[config.mk]
export PLATFORM = sky130hd
export DESIGN_NAME = string_cmp_controller
export DESIGN_NICKNAME = d
export VERILOG_FILES = /design/src/rtl/string_cmp_controller.sv
export SDC_FILE = /design/constraint.sdc
export NUM_CORES = 1
export LEC_CHECK = 0
export ABC_AREA = 1
export CAP_MARGIN = 20
export CORE_MARGIN = 2
export CORE_UTILIZATION = 48
export CTS_CLUSTER_SIZE = 24
export DETAILED_ROUTE_END_ITERATION = 12
export HOLD_SLACK_MARGIN = 0.1
export PLACE_DENSITY = 0.87
export SLEW_MARGIN = 20
export SYNTH_ARGS = -nofsm -noshare
export SYNTH_HDL_FRONTEND = slang
export SYNTH_SLANG_ARGS = --single-unit
[constraint.sdc]
create_clock -name clk -period 4.1 [get_ports clk]
set_clock_uncertainty 0.1 [all_clocks]
set_input_delay 1.025 -clock clk [delete_from_list [all_inputs] [get_ports clk]]
set_output_delay 1.025 -clock clk [all_outputs]
set_load 0.01 [all_outputs]
[src/rtl/string_cmp_controller.sv]
// Word-by-word string compare sequencer: 4-register Avalon-MM slave plus shared read master for buffers A/B.
// Optional: define STRCMP_IRQ_EN to add CONTROL.IE (bit2) and the level interrupt irq = done & IE.
module string_cmp_controller #(
    parameter int MAX_WORDS = 8,
    parameter int ADDR_W    = $clog2(MAX_WORDS)
) (
    input  logic              clk,
    input  logic              reset,
    input  logic              chipselect,
    input  logic              read,
    input  logic              write,
    input  logic [1:0]        address,
    input  logic [31:0]       writedata,
    output logic [31:0]       readdata,
    output logic              buf_rd_en,
    output logic [ADDR_W-1:0] buf_rd_addr,
    input  logic [31:0]       bufA_rdata,
    input  logic [31:0]       bufB_rdata,
    output logic              irq
);
    typedef enum logic [1:0] {S_IDLE, S_FETCH, S_CMP, S_DONE} state_t;

    localparam int         LEN_W        = ADDR_W + 1;
    localparam logic [1:0] REG_CONTROL  = 2'd0;
    localparam logic [1:0] REG_LENGTH   = 2'd1;
    localparam logic [1:0] REG_STATUS   = 2'd2;
    localparam logic [1:0] REG_RESULT   = 2'd3;

    state_t            state_q, state_d;
    logic [ADDR_W-1:0] w_q, w_d;
    logic [LEN_W-1:0]  length_q, length_d;
    logic [LEN_W-1:0]  run_len_q, run_len_d;
    logic              done_q, done_d, equal_q, equal_d, lt_q, lt_d;
    logic [15:0]       index_q, index_d, count_q, count_d;
    // Outcome found in CMP, held until DONE publishes it to STATUS/RESULT.
    logic [15:0]       pend_index_q, pend_index_d, pend_count_q, pend_count_d;
    logic              pend_equal_q, pend_equal_d, pend_lt_q, pend_lt_d;
    logic [31:0]       readdata_q, readdata_d;

    logic              busy, wr_ctrl, wr_len, last_word;
    logic [LEN_W-1:0]  len_clamped;
    logic [15:0]       word_base;
    logic              hit_mis, hit_nul, mis_lt;
    logic [1:0]        mis_j, nul_j;
    logic [31:0]       control_rd;
    logic              unused_wd;

    assign busy        = (state_q == S_FETCH) || (state_q == S_CMP);
    assign wr_ctrl     = chipselect && write && (address == REG_CONTROL);
    assign wr_len      = chipselect && write && (address == REG_LENGTH);
    assign len_clamped = (length_q > LEN_W'(MAX_WORDS)) ? LEN_W'(MAX_WORDS) : length_q;
    assign last_word   = ({1'b0, w_q} == (run_len_q - LEN_W'(1)));
    assign word_base   = 16'(w_q) << 2;
    assign unused_wd   = ^writedata;

    assign readdata    = readdata_q;
    assign buf_rd_en   = (state_q == S_FETCH);
    assign buf_rd_addr = w_q;

`ifdef STRCMP_IRQ_EN
    logic ie_q, ie_d;
    assign ie_d       = wr_ctrl ? writedata[2] : ie_q;
    assign control_rd = {29'd0, ie_q, 2'b00};
    assign irq        = done_q & ie_q;

    always_ff @(posedge clk) begin
        if (reset) ie_q <= 1'b0;
        else       ie_q <= ie_d;
    end
`else
    assign control_rd = 32'd0;
    assign irq        = 1'b0;
`endif

    // Lowest byte lane wins, so scan from the top and let later hits overwrite.
    always_comb begin
        hit_mis = 1'b0;
        hit_nul = 1'b0;
        mis_j   = 2'd0;
        nul_j   = 2'd0;
        mis_lt  = 1'b0;
        for (int j = 3; j >= 0; j--) begin
            if (bufA_rdata[8*j +: 8] != bufB_rdata[8*j +: 8]) begin
                hit_mis = 1'b1;
                mis_j   = 2'(j);
                mis_lt  = bufA_rdata[8*j +: 8] < bufB_rdata[8*j +: 8];
            end
            if (bufA_rdata[8*j +: 8] == 8'd0 && bufB_rdata[8*j +: 8] == 8'd0) begin
                hit_nul = 1'b1;
                nul_j   = 2'(j);
            end
        end
    end

    // NOTE: every signal gets its hold value first so no path leaves it unassigned (no latches).
    always_comb begin
        state_d      = state_q;
        w_d          = w_q;
        length_d     = length_q;
        run_len_d    = run_len_q;
        done_d       = done_q;
        equal_d      = equal_q;
        lt_d         = lt_q;
        index_d      = index_q;
        count_d      = count_q;
        pend_index_d = pend_index_q;
        pend_count_d = pend_count_q;
        pend_equal_d = pend_equal_q;
        pend_lt_d    = pend_lt_q;
        readdata_d   = readdata_q;

        if (chipselect && read) begin
            case (address)
                REG_CONTROL: readdata_d = control_rd;
                REG_LENGTH:  readdata_d = 32'(length_q);
                REG_STATUS:  readdata_d = {28'd0, lt_q, equal_q, busy, done_q};
                REG_RESULT:  readdata_d = {count_q, index_q};
                default:     readdata_d = readdata_q;
            endcase
        end

        if (wr_ctrl && writedata[1]) begin
            done_d  = 1'b0;
            equal_d = 1'b0;
            lt_d    = 1'b0;
        end

        if (wr_len && !busy) length_d = writedata[ADDR_W:0];

        case (state_q)
            S_IDLE: begin
                if (wr_ctrl && writedata[0]) begin
                    done_d    = 1'b0;
                    equal_d   = 1'b0;
                    lt_d      = 1'b0;
                    w_d       = '0;
                    run_len_d = len_clamped;
                    if (len_clamped == '0) begin
                        pend_index_d = 16'd0;
                        pend_count_d = 16'd0;
                        pend_equal_d = 1'b1;
                        pend_lt_d    = 1'b0;
                        state_d      = S_DONE;
                    end else begin
                        state_d = S_FETCH;
                    end
                end
            end
            S_FETCH: state_d = S_CMP;
            S_CMP: begin
                pend_count_d = 16'(w_q) + 16'd1;
                pend_lt_d    = 1'b0;
                pend_equal_d = 1'b1;
                state_d      = S_DONE;
                if (hit_mis) begin
                    pend_index_d = word_base + 16'(mis_j);
                    pend_equal_d = 1'b0;
                    pend_lt_d    = mis_lt;
                end else if (hit_nul) begin
                    pend_index_d = word_base + 16'(nul_j);
                end else if (last_word) begin
                    pend_index_d = 16'(run_len_q) << 2;
                end else begin
                    w_d     = w_q + ADDR_W'(1);
                    state_d = S_FETCH;
                end
            end
            S_DONE: begin
                done_d  = 1'b1;
                equal_d = pend_equal_q;
                lt_d    = pend_lt_q;
                index_d = pend_index_q;
                count_d = pend_count_q;
                state_d = S_IDLE;
            end
            default: state_d = S_IDLE;
        endcase
    end

    // NOTE: sequential state uses non-blocking assignments so all registers update from pre-edge values.
    always_ff @(posedge clk) begin
        if (reset) begin
            state_q      <= S_IDLE;
            w_q          <= '0;
            length_q     <= '0;
            run_len_q    <= '0;
            done_q       <= 1'b0;
            equal_q      <= 1'b0;
            lt_q         <= 1'b0;
            index_q      <= 16'd0;
            count_q      <= 16'd0;
            pend_index_q <= 16'd0;
            pend_count_q <= 16'd0;
            pend_equal_q <= 1'b0;
            pend_lt_q    <= 1'b0;
            readdata_q   <= 32'd0;
        end else begin
            state_q      <= state_d;
            w_q          <= w_d;
            length_q     <= length_d;
            run_len_q    <= run_len_d;
            done_q       <= done_d;
            equal_q      <= equal_d;
            lt_q         <= lt_d;
            index_q      <= index_d;
            count_q      <= count_d;
            pend_index_q <= pend_index_d;
            pend_count_q <= pend_count_d;
            pend_equal_q <= pend_equal_d;
            pend_lt_q    <= pend_lt_d;
            readdata_q   <= readdata_d;
        end
    end
endmodule

## Word level (Yosys, flattened, before mapping)

Index checks and enable logic that the tools add are counted.

- Register bits: 114
- Bits of input ports: 103
- Output and inout port bits: 37
- Logic and storage cells: 127

- Add/sub/neg operators: 5
- Magnitude comparators: 5
- Eq/ne operators: 17
- Multiplexer cells: 57
- Reduce and logical (&&, ||, !) cells: 29

Operators with widths:

| operator | count |
|---|---|
| 32-bit case mux with 4 select lines | 1 |
| 16-bit 2-to-1 mux | 5 |
| 8-bit logical NOT | 8 |
| 16-bit case mux with 2 select lines | 2 |
| 8-bit < comparator | 4 |
| 8-bit != test | 4 |
| 2-bit 2-to-1 mux | 13 |
| 1-bit 2-to-1 mux | 24 |
| 5-bit by 2-bit adder with 6-bit output | 2 |
| 3-bit 2-to-1 mux | 4 |
| 1-bit logical AND | 11 |
| 2-bit != test (second input constant) | 5 |
| 1-bit case mux with 2 select lines | 5 |
| 2-bit == test (second input constant) | 4 |
| 2-bit case mux with 4 select lines | 1 |
| 3-bit case mux with 2 select lines | 1 |
| 5-bit AND reduction | 1 |
| 3-bit by 1-bit adder with 4-bit output (second input constant) | 1 |
| 2-bit by 1-bit == test with 1-bit output (second input constant) | 2 |
| 3-bit by 4-bit == test with 1-bit output | 1 |
| 4-bit > comparator (second input constant) | 1 |
| 2-bit logical NOT | 2 |
| 4-bit logical NOT | 1 |
| 4-bit 2-to-1 mux | 1 |
| other kinds (9) | 9 |

## Logic depth before layout (Yosys ltp)

Gate-level depths: netlist (run 1).

- Word-level depth: 10
- Mapped depth: 14
- Mapped depth without buffers: 14

## Least setup slack after synthesis (run 1)

OpenSTA, ideal clock, no wires.

- Path kind: input to register
- From: input port bufB_rdata[23]
- To: register w_q[1], in the netlist buf_rd_addr[1]
- Setup time: 113 ps
- Data arrival time: 2335 ps
- Data required time: 3887 ps
- Slack: 1552 ps
- Stages on the path: 13
- Path buffers: 0
- Path through: inv_1 > ha_1 > nand2_2 > nor2_4 > nand2_4 > nor2_4 > nand2_4 > nor2_8 > nand3_2 > a21boi_2 > nand2_1 > nand2_1 > nor2_1

- Cells in the longest elaborated chain, start to end: 7
- Elaborated cells between the ends (all ways): 12
- Classes of those cells: 3 x eq/ne; 6 x mux; 3 x reduce/logical

Ends and longest elaborated chain:

| item | line | RTL |
|---|---|---|
| start: declaration | 18 | `input logic [31:0] bufB_rdata,` |
| 8-bit logical NOT | 88 | `if (bufA_rdata[8*j +: 8] == 8'd0 && bufB_rdata[8*j +: 8] == 8'd0) begin` |
| 1-bit logical AND | 88 |  |
| 1-bit 2-to-1 mux (3 in series) | 88 |  |
| 2-bit != test (no line) | -- |  |
| 5-bit AND reduction (no line) * | -- |  |
| end signal: assignment | 199 | `w_q <= w_d;` |
| end: declaration | 30 | `logic [ADDR_W-1:0] w_q, w_d;` |

Every way passes the cells marked *; elsewhere a longest branch is shown, timed or not.
A chain may end at the register's enable or synchronous reset.

## Final worst setup path (run 1)

- From: input port bufB_rdata[15]
- To: register pend_index_q[2]

- Cells in the longest elaborated chain, start to end: 8
- Elaborated cells between the ends (all ways): 18
- Classes of those cells: 2 x add/sub; 2 x eq/ne; 11 x mux; 3 x reduce/logical

Ends and longest elaborated chain:

| item | line | RTL |
|---|---|---|
| 8-bit logical NOT | 88 |  |
| 1-bit logical AND | 88 |  |
| 2-bit 2-to-1 mux (2 in series) | 88 |  |
| 5-bit by 2-bit adder with 6-bit output | 160 | `pend_index_d = word_base + 16'(nul_j);` |
| 16-bit 2-to-1 mux | 159 | `end else if (hit_nul) begin` |
| 16-bit 2-to-1 mux | 155 | `if (hit_mis) begin` |
| 16-bit case mux with 2 select lines | 130 | `case (state_q)` |
| end signal: assignment | 207 | `pend_index_q <= pend_index_d;` |
| end: declaration | 36 | `logic [15:0] pend_index_q, pend_index_d, pend_count_q, pend_count_d;` |

Several ways; a longest one is shown, not always the timed one.

==> Flow_metrics.wiki, run 1 <==
{| class="wikitable"
! Metric !! Value
|-
| Outcome || finished clean
|-
| Clock buffer depth || 2
|-
| Total wire length after detailed routing || a little over 8000 um
|-
| Cell row count || 31
|-
| Post-synth top area cell || dfxtp_1
|-
| Cell family with most CP delay || simple AND/OR/NAND/NOR gates
|-
| Cell at the slowest stage of the critical path || clkdlybuf4s50_1
|-
| Hold_ws || 371 ps
|-
| Post-CTS Repair Setup Buffers || 0
|-
| Total Nets Final || 760
|-
| Register area || 961 sq um
|-
| Wire length of the first global-routing pass || 14,300 um
|-
| Vert. Die Dim || 90.3 um
|-
| Number of buffers added on ports || 88
|-
| Number of resized instances in the post-cts repair step || 0
|-
| Slew Limit Headroom || 51.0%
|-
| Clock root buffer || clkbuf_8
|-
| Hold Fails Final Rpt || 0
|-
| Remaining routing DRC violations || 0
|-
| Power Density || around 260 nW/um^2
|-
| Setup CP Type || in -> reg
|-
| Synthesis warning total || 0
|-
| Post-DRT Antenna Nets || 0
|-
| Hold_buf cts || 0
|-
| Number of pins exceeding their max-slew limit in the final report || 0
|-
| Unrepaired setup endpoints after global routing || no
|-
| Largest stage delay on the critical path || 480 ps
|-
| Slew at the pin closest to its max-slew limit || 735 ps
|-
| Number of vias after detailed routing || 3,590
|-
| Max capacitance violation total || 0
|-
| Fraction of registers with async set/reset || 0%
|-
| Post-synth EDFFs || 0
|-
| Num CTS Buffers || 5
|-
| Fmax || 340 MHz
|-
| Top flip-flop cell by instance count after synthesis || dfxtp_1
|-
| Most repeated cell in the gate-level netlist after synthesis || nand2_1
|-
| Largest fanout of any net on the critical path || 8
|-
| Antenna violations before repair || 0
|-
| I/O pin count || 140
|-
| Fraction of layout instances using a drive strength above 1 || 5.81%
|-
| Worst Setup Slack, final || 1160 ps
|-
| Cell area after layout || 4560 sq um
|-
| Die area || 8150 sq um
|-
| Number of design-rule violations left by the first detailed-router iteration || 145
|-
| Worst reg2reg path depth || 9
|-
| Core Area || ~7000 sq um
|-
| Die extent in x || 90.3 um
|-
| Total Negative Setup Slacks || 0 ps
|-
| List of most frequent post-synthesis cells || 108 x nand2_1, 103 x nor2_1, 62 x inv_1, 48 x dfxtp_1, 42 x a21oi_1
|-
| CTS tree || yes
|-
| Number of inserted filler cells in the final layout || between 600 and 700
|-
| Number of H-tree levels || 2
|-
| Largest voltage drop on the vdd net || ~0.18 mV
|-
| Static leakage || 2.09 nW
|-
| Number of optimization iterations in the first detailed-route pass || 5
|-
| Endpoints failing setup || 0
|-
| Startpoint type of the worst setup path || input pin
|-
| Top cells by area in the synthesized netlist || dfxtp_1 27%, ha_1 13%, nand2_1 11%, nor2_1 11%, inv_1 6.5%
|-
| Worst path buffer plus inverter count || 2
|-
| Number of sinks driven by the clock tree || 48
|-
| Clock Pin Slew Worst Setup and Hold Paths || 90 ps
|-
| RePlAce Congestion || 0.891
|-
| Worst-path cell chain || clkdlybuf4s50_1 > inv_1 > ha_1 > nand2_1 > nor2_2 > and2_2 > nand2_4 > nor2_8 > nand2_1 > nand2_1 > nand3_1 > nand2_2 > nand2_1 > nor2_1
|-
| Post-synth design cell area || 3570 sq um
|-
| Mean instance size in the synthesized netlist || 6.72 sq um
|-
| Tot GR Track Use || 20.4%
|-
| Part of the cycle the worst path needs || 71.7%
|-
| Cell occurring most often along the worst timing path || nand2_1
|-
| Combined area of the multi-input logic cells || 2230 sq um
|-
| Yosys reg bits || 48
|-
| Minimum clock period || 2940 ps
|-
| Required time at the endpoint of the critical path || 4250 ps
|-
| Total placed instance area || 4450 sq um
|-
| Antenna diode count || 0
|-
| Sequential cell area fraction in the yosys report || 26.9%
|-
| Pin count of the biggest net entering global routing || 28
|-
| HP Class || reg -> reg
|-
| Clock insertion delay at the later pin of the skew report || 300 ps
|-
| Number of different library cells in the post-synthesis netlist || 38
|-
| Number of instances on the worst hold path || 2
|-
| CP endpoint kind || flop
|-
| Synth-to-Final Area Change || 27.6%
|-
| Initial core utilization || 49.5%
|-
| DP Cell Count || 711
|-
| Mapped Cells || 532
|-
| Proportion of netlist area held by the largest area contributor || ~27%
|-
| Placement Setup Slack || 852 ps
|-
| Arrival time at the worst endpoint || between 3000 and 4000 ps
|-
| Vias per std cell || 4.99
|-
| Routed len/inst || 11.5 um
|-
| Final HPWL DP || 6860 um
|-
| Number of standard cells in the layout, taps in and fillers out || 719
|-
| Aggregate global routing overflow || 0
|-
| Via count of the first global-routing pass || around 3,400
|-
| Crit. path cell count || 14
|}
## per-stage QoR
step,total power (W),utilization [%]
floorplan,0.000719,-
global placement,0.000822,61.6
detailed placement,0.000835,61.6
CTS,0.00117,63.2
global route,0.00123,63.2
finish,0.00117,63.2
## registers in the layout, indices dropped and copies added, names as in the netlist, 2 cells and up
name and cells:
state_q 2, length_q 4, run_len_q 4, pend_index_q 6, index_q 6, buf_rd_addr 3, readdata 10, pend_count_q 4
count_q 4
## cell usage in the layout (no fill, tap or decap), types with 2 or more instances in the layout
master / count
nor2_4: 4
nand2_2: 6
ha_1: 38
nand3_1: 25
inv_1: 62
clkbuf_8: 5
nand3_2: 2
nand4_1: 2
nor2_2: 3
conb_1: 23
nand2_1: 108
o21ai_1: 3
dfxtp_1: 48
a21oi_1: 42
o21ai_0: 25
nor2_1: 103
a22oi_1: 8
clkdlybuf4s50_1: 88
nand2_4: 4
xnor2_1: 2
## per-layer routing
| layer | vias to the layer above | global-route usage (%) | part of all wire, % |
|---|---|---|---|
| li1 | 1844 | - | - |
| met1 | 1618 | 24.0 | 42 |
| met2 | 112 | 38.0 | 51 |
| met3 | 16 | 3.26 | 4.8 |
| met4 | 0 | 5.90 | 1.7 |
| met5 | - | 0 | 0 |
## kinds of logic (layout without fill, tap and decap cells)
kind of cell               count (synthesis)  after routing  synth area share, %
AOI/OAI and AO/OA                         83             83                 12.9
xor gates and xnor gates                   2              2                0.490
adders and majority gates                 38             38                 13.3
buffers and inverters                     95            161                 13.1
DFF                                       48             48                 26.9
other                                      1             23                0.105
and+or+nand+nor                          265            265                 33.2
## area by class of cell
class / count / share of cell area [%]
Multi-Input combinational cell: 411 / 48.8
Sequential cell: 48 / 21.1
Timing Repair Buffer: 89 / 19.5
Inverter: 64 / 5.44
Tap cell: 99 / 2.72
Clock buffer: 5 / 1.51
Clock inverter: 3 / 0.933
## final timing paths
path / startpoint / to / slack [ps]
setup / recovery: bufB_rdata[15] / pend_index_q[2] / 1160
hold reg to reg: run_len_q[1] / run_len_q[1] / 370
setup reg to reg: state_q[0] / pend_index_q[4] / 2030
hold / removal: run_len_q[1] / run_len_q[1] / 370
## worst register-to-register path: stages (launching register included)
cell,delay (ps)
dfxtp_1,340
inv_1,110
ha_1,420
inv_1,240
o21ai_4,250
nand2_4,100
clkinv_4,80
nand2_4,90
a21oi_1,180
nor2_1,60
## power by group
part / switching, W / leakage (nW) / internal, W / total [W]
logic: 0.000180 / 1.65 / 0.000147 / 0.000327
clock network: 0.000163 / 0.0541 / 0.000181 / 0.000343
registers: 0.0000165 / 0.388 / 0.000484 / 0.000501
total: 0.000359 / 2.09 / 0.000812 / 0.00117
(Power assumes the default switching activity.)
==> run 2, diff against run 1 <==
--- a/config.mk
+++ b/config.mk
@@ -8,11 +8,11 @@
 export ABC_AREA = 1
 export CAP_MARGIN = 20
 export CORE_MARGIN = 2
-export CORE_UTILIZATION = 48
+export CORE_UTILIZATION = 45
 export CTS_CLUSTER_SIZE = 24
 export DETAILED_ROUTE_END_ITERATION = 12
 export HOLD_SLACK_MARGIN = 0.1
-export PLACE_DENSITY = 0.87
+export PLACE_DENSITY = 0.82
 export SLEW_MARGIN = 20
 export SYNTH_ARGS = -nofsm -noshare
 export SYNTH_HDL_FRONTEND = slang
==> constraint.sdc (replaced) <==
create_clock -name clk -period 2.73 [get_ports clk]
set_clock_uncertainty 0.1 [all_clocks]
set_input_delay 0.6825 -clock clk [delete_from_list [all_inputs] [get_ports clk]]
set_output_delay 0.6825 -clock clk [all_outputs]
set_load 0.01 [all_outputs]
==> run 2 against run 1 <==
  * Setup slack lost 1000 ps
  * Clock-buffer cell count unchanged
  * Critical path depth grew 1
  * Power grew 48%
  * Design area up 2.2%
  * Sequential power rose by 50%
  * Register-to-register slack worse by 1400 ps
  * Combinational power rose by 53%
  * Die area rose by 6.4%
  * Hold slack got worse by 0.71 ps
  * Global-route usage decreased by 0.55 points
  * Critical path type unchanged
  * Highest routed layer unchanged
==> Flow_metrics.wiki, run 2 (synthesis results as in run 1) <==
{| class="wikitable"
! Metric !! Value
|-
| Clock Pin Slew Worst Setup and Hold Paths || 80 ps (about the same)
|-
| Clock buffer depth || 2 (unchanged)
|-
| Endpoints failing setup || 0 (unchanged)
|-
| Placement Setup Slack || -132 ps (-984 ps)
|-
| Largest fanout of any net on the critical path || 6 (-2)
|-
| I/O pin count || 140 (unchanged)
|-
| Number of H-tree levels || 2 (unchanged)
|-
| CP endpoint kind || flop
|-
| Arrival time at the worst endpoint || 2720 ps (-370 ps)
|-
| Num CTS Buffers || 5 (unchanged)
|-
| Cell occurring most often along the worst timing path || nand2_1
|-
| Fmax || between 300 and 400 MHz
|-
| Total Nets Final || 774 (+1.8%)
|-
| Routed len/inst || 11.3 um (-1.6%)
|-
| Part of the power in registers || 43.2% (+0.4 points)
|-
| Power dissipated by switching net loads || 0.000519 W (+44%)
|-
| Total wire length after detailed routing || 8300 um (+0.42%)
|-
| Part of the cycle the worst path needs || 94.5%
|-
| Clock share of power || 28.0% (-1.3 points)
|-
| Cell row count || 32 (+3.2%)
|-
| Top library cells by usage in the layout, fill and taps aside || 108 x nand2_1, 101 x nor2_1, 88 x clkdlybuf4s50_1
|-
| Outcome || finished clean
|-
| Slew at the pin closest to its max-slew limit || 700 ps (-34.1 ps)
|-
| Switching power as a share of total power || 29.8% (-0.83 points)
|-
| Vias per std cell || 4.81 (-3.7%)
|-
| Register area || 961 sq um (unchanged)
|-
| Number of optimization iterations in the first detailed-route pass || 4 (-1)
|-
| Vert. Die Dim || 93.1 um (+3.1%)
|-
| Clock root buffer || clkbuf_8
|-
| DP Cell Count || 727 (+2.3%)
|-
| Max capacitance violation total || 0 (unchanged)
|-
| Antenna violations before repair || 0 (unchanged)
|-
| Post-layout utilization of the core || 60.3% (-2.9 points)
|-
| RePlAce Congestion || 0.892 (+0.17%)
|-
| Number of inserted filler cells in the final layout || 690 (+9.7%)
|-
| Initial core utilization || 46.2% (-3.3 points)
|-
| Combined area of the multi-input logic cells || 2230 sq um (+0.23%)
|-
| Core Area || 7730 sq um (+7.1%)
|-
| Minimum clock period || 2580 ps
|-
| Number of design-rule violations left by the first detailed-router iteration || 129 (-11%)
|-
| Flip-flop count of the largest register, all copies and words added || 10 (unchanged)
|-
| CTS tree || yes
|-
| Die area || 8670 sq um (+6.4%)
|-
| Number of sinks driven by the clock tree || 48 (unchanged)
|-
| Slew Limit Headroom || 53.3% (+2.3 points)
|-
| Pin count of the biggest net entering global routing || 28 (unchanged)
|-
| Final HPWL DP || 7020 um (+2.3%)
|-
| Leading cell type in the layout, fill and taps excluded || nand2_1
|-
| Aggregate global routing overflow || 0 (unchanged)
|-
| Worst Setup Slack, final || 151 ps (-1010 ps)
|-
| Die extent in x || 93.1 um (+3.1%)
|-
| Required time at the endpoint of the critical path || 2870 ps (-1380 ps)
|-
| Synth-to-Final Area Change || 30.4%
|-
| Static leakage || 2.15 nW (+3.1%)
|-
| Combinational group share of total power || 28.8% (+0.9 points)
|-
| Largest voltage drop on the vdd net || 0.248 mV (+40%)
|-
| Number of pins exceeding their max-slew limit in the final report || 0 (unchanged)
|-
| Setup CP Type || in -> reg
|-
| Number of standard cells in the layout, taps in and fillers out || 734 (+2.1%)
|-
| HP Class || reg -> reg
|-
| Post-DRT Antenna Nets || 0 (unchanged)
|-
| Number of vias after detailed routing || 3,529 (-1.7%)
|-
| Worst path buffer plus inverter count || 2 (unchanged)
|-
| Number of buffers added on ports || 88 (unchanged)
|-
| Cell at the slowest stage of the critical path || clkdlybuf4s50_1
|-
| Tot GR Track Use || 19.9% (-0.55 points)
|-
| Largest stage delay on the critical path || 490 ps (about the same)
|-
| Clock insertion delay at the later pin of the skew report || 300 ps (about the same)
|-
| Fraction of layout instances using a drive strength above 1 || 7.91% (+2.1 points)
|-
| Worst-path cell chain || clkdlybuf4s50_1 > inv_1 > ha_1 > nand2_1 > nor2_2 > nand2_1 > nor2_4 > nand2_4 > nor2_8 > nand2_1 > nand2_1 > nand3_1 > nand2_2 > nand2_1 > nor2_1
|-
| Antenna diode count || 0 (unchanged)
|-
| Cell internal power dissipation || 0.00122 W (+50%)
|-
| Remaining routing DRC violations || 0 (unchanged)
|-
| Via count of the first global-routing pass || 3,496 (+2.9%)
|-
| Startpoint type of the worst setup path || input pin
|-
| Cell family with most CP delay || simple AND/OR/NAND/NOR gates
|-
| Wire length of the first global-routing pass || 14,300 um (about the same)
|-
| Hold Fails Final Rpt || 0 (unchanged)
|-
| Power Density || 373 nW/um^2 (+45%)
|}
-- run 2: final timing paths --
| path | startpoint | slack, ps | cells after the start | to |
|---|---|---|---|---|
| hold / removal | readdata[1] | 370 | 2 | readdata[1] |
| setup / recovery | bufB_rdata[27] | 150 | 15 | pend_index_q[2] |
| setup reg to reg | state_q[0] | 660 | 9 | pend_index_q[4] |
| hold reg to reg | readdata[1] | 370 | 2 | readdata[1] |
-- run 2: through the flow --
step	TNS [ps]	hold WS, ps	power (W)	area [sq um]
2_1_floorplan	0	334	0.00108	3660
5_1_grt	-37.7	390	0.00184	4660
4_1_cts	0	369	0.00175	4650
3_3_place_gp	-631	356	0.00124	4550
6_report	0	371	0.00174	4660
3_5_place_dp	-1050	356	0.00127	4550
-- run 2: power groups by stage --
stage	combinational [W]	clock [W]	sequential [W]
6_report	0.000501	0.000486	0.000751
2_1_floorplan	0.000317	0	0.000763
3_5_place_dp	0.000499	0	0.000767
5_1_grt	0.000562	0.000521	0.000755
3_3_place_gp	0.000478	0	0.000766
4_1_cts	0.000502	0.000493	0.000751
-- run 2: final cells by class --
cell class	instances	share of cell area (%)
clock buffer	5	1.48
clock inverter	1	0.644
inverter	64	5.32
multi-input combinational	411	47.9
sequential	48	20.6
tap	102	2.74
timing repair buffer	103	21.3
-- run 2: per-layer routing --
metal | track usage, % | part of all wire [%] | up-vias
met3 | 2.50 | 4.0 | 14
met5 | 0 | 0 | -
li1 | - | - | 1867
met4 | 6.62 | 1.7 | 0
met2 | 37.6 | 52 | 91
met1 | 22.9 | 42 | 1557
-- run 2: repair_timing --
action / in CTS / in global routing
endpoints found under the setup margin: 0 / 1
hold buffers: 0 / 0
gates resized for setup: 0 / 2
buffers inserted: 0 / 1
-- run 2: tightest hold or removal path, cell delays in order, from the launching register on --
cell and delay (ps):
dfxtp_1 320, nand2_1 60, a21oi_1 50
==> RTL edit 1 (flow settings as in run 2) <==
Re-encode `state_t` (4 states) as one-hot, 4 bits wide.
--- a/src/rtl/string_cmp_controller.sv
+++ b/src/rtl/string_cmp_controller.sv
@@ -18,7 +18,7 @@
     input  logic [31:0]       bufB_rdata,
     output logic              irq
 );
-    typedef enum logic [1:0] {S_IDLE, S_FETCH, S_CMP, S_DONE} state_t;
+    typedef enum logic [3:0] {S_IDLE = 4'b0001, S_FETCH = 4'b0010, S_CMP = 4'b0100, S_DONE = 4'b1000} state_t;
 
     localparam int         LEN_W        = ADDR_W + 1;
     localparam logic [1:0] REG_CONTROL  = 2'd0;
Function: same outputs for any inputs over 4 cycles, from zero or initial values and one cycle with reset high; so few cycles prove little.
==> RTL edit 1 against run 2 <==
  * Total power decreased by 13%
  * Final area is 0.24% lower
  * Sequential cell count is 2 higher
  * Setup slack better by 0.048 ns
  * Routed wire length up 3.8%
  * Worst hold slack got worse by 0.014 ns
  * Largest power group unchanged
  * Core utilization shrank 0.15 points
  * Synthesized area barely moved
  * Cell count grew 2.5%
==> RTL edit 1: results (changes against run 2) <==
* Status: completed
* Crit. Startpoint: bufB_rdata[17]
* Compound-cell area share of the yosys netlist at 11.63% (-1.2 points)
* Unique masters post-synth at 33 (-13%)
* Reg-to-Reg End: pend_index_q[2]
* Area contributors post-synth: dfxtp_1 28%, nand2_1 14%, ha_1 12%
* WL met2 at 4.331 mm (+0.19%)
* Worst VDD drop at 0.0001876 V (-24%)
* CP delay by family, top: simple AND/OR/NAND/NOR gates
* Reg2Reg Depth at 11 (+2)
* Worst-path fanout max at 7 (+1)
* Setup crit end: pend_index_q[4]
* Initial antenna violation count at 0 (unchanged)
* Largest net degree at the start of global routing at 26 (-7.1%)
* Clk slew on worst S/H paths at 0.08 ns (about the same)
* Avg Vias per Cell at 4.898 (+1.9%)
* CTS H-Tree Depth at 2 (unchanged)
* Pre-antenna DRT Iters at 5 (+1)
* Synth Area in Adders at 11.91% (-1.4 points)
* Worst skew pair latency at 0.30 ns (about the same)
* Top FF cell, synth: dfxtp_1
* Avg WL per Cell at 11.46 um (+1.3%)
* First-pass GRT wire length at 14.66 mm (+2.5%)
* Placed cell area at 4542 sq um (-0.14%)
* Worst R2R Start: run_len_q[0]
* Total CTS buffers at 5 (unchanged)
* Drt first-iter violations at 223 (+73%)
* # port buffers at 88 (unchanged)
* Seq/Total Area, Yosys at 28.02% (+1.1 points)
* Worst hold path class: flip-flop to flip-flop
* CTS Buffer Depth at 2 (unchanged)
* Detailed Place HPWL at 7.119 mm (+1.4%)
* Synth Area in XOR/XNOR at 0.4904% (about the same)
* Vias in the first global route at 3,560 (+1.8%)
* CP arrival at 2.67 ns (-0.05 ns)
* Post-CTS Resized at 0 (unchanged)
* Slew margin rel. at 56.11% (+2.9 points)
* Met1 wire length at 3.674 mm (+4.9%)
* Asr flop ratio synth at 0% (unchanged)
* Layout cell share with drive strength beyond 1 at 7.231% (-0.68 points)
* N_diodes at 0 (unchanged)
* GP Congestion at 0.8554 (-4.1%)
* Utilization after layout at 60.15% (-0.15 points)
* Switching Fraction at 26.49% (-3.4 points)
* R2R Setup Slk at 0.71 ns (+0.05 ns)
* Mux contribution to synthesized area at 0% (unchanged)
* Tot GR Track Use at 20.32% (+0.45 points)
* Post-CTS Setup Bufs at 0 (unchanged)
* Commonest cells in the netlist: 132 x nand2_1, 98 x nor2_1, 74 x inv_1, 50 x dfxtp_1, 39 x a21oi_1
* Final Net Count at 786 (+1.6%)
* Met3 routed WL at 477 um (+42%)
* Leak at 0.002178 uW (+1.2%)
-- RTL edit 1: power groups by stage --
stage / combinational [uW] / clock [uW] / sequential [uW]
global placement: 312 / 0 / 755
CTS: 327 / 442 / 738
global route: 373 / 472 / 739
detailed placement: 325 / 0 / 755
finish: 329 / 441 / 738
floorplan: 184 / 0 / 755
-- RTL edit 1: how the worst min path moves through the flow --
| stage | slack [ns] | endpoint | cells after the start | start |
|---|---|---|---|---|
| detailed placement | 0.35 | pend_equal_q | 2 | pend_equal_q |
| global route | 0.37 | index_q[0] | 2 | pend_index_q[0] |
| CTS | 0.36 | pend_equal_q | 2 | pend_equal_q |
| global placement | 0.35 | pend_equal_q | 2 | pend_equal_q |
| floorplan | 0.32 | pend_equal_q | 2 | pend_equal_q |
| finish | 0.36 | pend_equal_q | 2 | pend_equal_q |
-- RTL edit 1: worst reg2reg max path: cells and delay by family, from the launching register on --
family                     cells  cell delay, ns
xor gates and xnor gates       1            0.14
buffers and inverters          1            0.12
adders and majority gates      1            0.31
DFF                            1            0.38
and+or+nand+nor                8            0.88
-- RTL edit 1: stage by stage --
step	setup slack (ns)	instances	power (uW)	hold WS [ns]	setup TNS [ns]
3_3_place_gp	-0.1040	744	1067	0.3453	-0.7314
5_1_grt	-0.001554	752	1585	0.3740	-0.001554
2_1_floorplan	0.5699	573	938.9	0.3208	0
6_report	0.1989	752	1508	0.3570	0
3_5_place_dp	-0.1622	744	1080	0.3454	-1.431
4_1_cts	0.1533	752	1507	0.3584	0
-- RTL edit 1: layout make-up --
type | instances | area, sq um
clock buffer | 7 | 86.33
clock inverter | 1 | 5.005
fill | 695 | 3079
inverter | 79 | 296.5
multi-input combinational | 412 | 2153
sequential | 50 | 1001
tap | 102 | 127.6
timing repair buffer | 101 | 978.4
-- RTL edit 1: kinds of logic (layout without fill, tap and decap cells) --
kind of cell / after synthesis / in the layout
xor gates and xnor gates: 2 / 2
AOI/OAI and AO/OA: 73 / 73
DFF: 50 / 50
and+or+nand+nor: 280 / 280
buffers and inverters: 111 / 188
adders and majority gates: 34 / 34
other: 1 / 23
-- RTL edit 1: routing by layer --
layer / vias to the layer above / global-route usage (%)
met5: - / 0
met4: 0 / 6.005
met3: 15 / 2.015
met2: 120 / 38.10
met1: 1650 / 24.38
li1: 1898 / -
==> RTL edit 2 (config.mk and constraints of run 2) <==
Made on the original files. The parameter `MAX_WORDS` goes from 8 to 16.
--- a/src/rtl/string_cmp_controller.sv
+++ b/src/rtl/string_cmp_controller.sv
@@ -1,7 +1,7 @@
 // Word-by-word string compare sequencer: 4-register Avalon-MM slave plus shared read master for buffers A/B.
 // Optional: define STRCMP_IRQ_EN to add CONTROL.IE (bit2) and the level interrupt irq = done & IE.
 module string_cmp_controller #(
-    parameter int MAX_WORDS = 8,
+    parameter int MAX_WORDS = 16,
     parameter int ADDR_W    = $clog2(MAX_WORDS)
 ) (
     input  logic              clk,
Interface: changed (resized buf_rd_addr); port bits go from 140 to 141. The function was not compared with the original's and may differ.
==> RTL edit 2 against run 2 <==
  * Setup slack better by 0.078 ns
  * Synthesized area rose by 12%
  * Final area is 14% higher
  * Cell count rose by 14%
  * Routed wire length is 21% higher
  * Sequential cell count increased by 9
Power is not compared: it rests on default switching activity, and its combinational part moved more than twofold at a synthesized area within 25%.
==> RTL edit 2: results (changes against run 2) <==
* Largest net degree at the start of global routing at 30 (+7.1%)
* Tot GR Track Use at 20.76% (+0.89 points)
* Synth Area in XOR/XNOR at 0.2181% (-0.27 points)
* Final Net Count at 868 (+12%)
* Layout cell share with drive strength beyond 1 at 9.016% (+1.1 points)
* Detailed Place HPWL at 8.184 mm (+17%)
* Avg WL per Cell at 11.95 um (+5.6%)
* Seq/Total Area, Yosys at 28.42% (+1.5 points)
* Status: completed
* CTS H-Tree Depth at 3 (+1)
* GP Congestion at 0.8862 (-0.69%)
* Synth Area in Adders at 11.84% (-1.5 points)
* Reg-to-Reg End: pend_lt_q
* Placed cell area at 5077 sq um (+12%)
* Measured slew at the worst slew-check pin at 0.5410 ns (-0.1594 ns)
* Reg2Reg Depth at 10 (+1)
* Pre-antenna DRT Iters at 5 (+1)
* Unique masters post-synth at 36 (-5.3%)
* Max FFs per register at 12 (+2)
* Hold path endpoint: index_q[3]
* Worst-path fanout max at 9 (+3)
* Vias in the first global route at 3,927 (+12%)
* Vias at 4,108 (+16%)
* Top FF cell, synth: dfxtp_1
* Hold Crit Start: pend_index_q[3]
* # port buffers at 92 (+4.5%)
* Compound-cell area share of the yosys netlist at 12.03% (-0.82 points)
* Area contributors post-synth: dfxtp_1 28%, nand2_1 13%, ha_1 12%
* CP arrival at 2.68 ns (-0.04 ns)
* Total CTS buffers at 9 (+4)
* R2R Setup Slk at 0.73 ns (+0.07 ns)
* Fraction of post-synthesis cell area in the top cell type by area at 28.42% (+1.5 points)
* First-pass GRT wire length at 16.88 mm (+18%)
* Commonest cells in the netlist: 137 x nand2_1, 115 x nor2_1, 76 x inv_1, 57 x dfxtp_1, 40 x nand3_1
RTL edit 2: how the worst max path moves through the flow:
stage / startpoint / slack (ns) / depth (start not counted) / endpoint
after floorplan: bufB_rdata[7] / 0.57 / 11 / buf_rd_addr[3]
after global placement: bufB_rdata[5] / -0.03 / 12 / buf_rd_addr[0]
after detailed placement: bufB_rdata[5] / -0.11 / 13 / pend_index_q[4]
after CTS: bufB_rdata[5] / 0.24 / 13 / pend_index_q[4]
after global routing: bufB_rdata[11] / 0.006 / 15 / pend_index_q[4]
final: bufB_rdata[31] / 0.23 / 15 / pend_index_q[4]
RTL edit 2: layer usage:
layer	wire, um	GRT usage, %
met2	5070	37.41
met4	106	4.426
met3	433	5.532
met5	0	0
met1	4426	24.81
RTL edit 2: cell type report:
cell class,instances,area [sq um]
Clock inverter,7,95.09
Tap cell,108,135.1
Multi-Input combinational cell,465,2429
Timing Repair Buffer,109,1049
Fill cell,792,3382
Sequential cell,57,1141
Clock buffer,9,123.9
Inverter,85,324.1
RTL edit 2: power by group through the flow:
stage / logic (uW) / registers, uW / clock network (uW)
5_1_grt: 1330 / 1080 / 918
3_5_place_dp: 1170 / 1080 / 0
4_1_cts: 1180 / 1060 / 879
3_3_place_gp: 1140 / 1070 / 0
2_1_floorplan: 845 / 1050 / 0
6_report: 1180 / 1060 / 871
RTL edit 2: worst max-delay path, cell delays in order:
cell	delay (ns)
clkdlybuf4s50_1	0.48
inv_1	0.05
ha_1	0.29
nand2_1	0.08
nor2_1	0.14
nand2_1	0.10
inv_2	0.07
nand2_2	0.08
nor2_8	0.18
nand2_2	0.10
nand2_1	0.07
nand3_1	0.09
nand2_1	0.10
nand2_1	0.05
nor2_1	0.09
RTL edit 2: cells by family (layout without fill, tap and decap cells):
| kind of cell | Yosys count | in the layout |
|---|---|---|
| other cells | 1 | 21 |
| compound gates | 85 | 85 |
| simple gates | 320 | 320 |
| xor+xnor | 1 | 1 |
| fa+ha+maj | 38 | 38 |
| buf+inv | 116 | 210 |
| flops | 57 | 57 |
RTL edit 2: stage by stage:
stage	instances	util [%]	setup TNS, ns	worst slack [ns]	hold WS (ns)
after floorplan	638	-	0	0.5668	0.3340
after global placement	824	58.51	-0.2106	-0.03312	0.3531
final	840	61.03	0	0.2285	0.3633
after detailed placement	824	58.51	-0.9763	-0.1115	0.3557
after global routing	840	61.03	0	0.006349	0.3902
after CTS	840	61.03	0	0.2431	0.3606
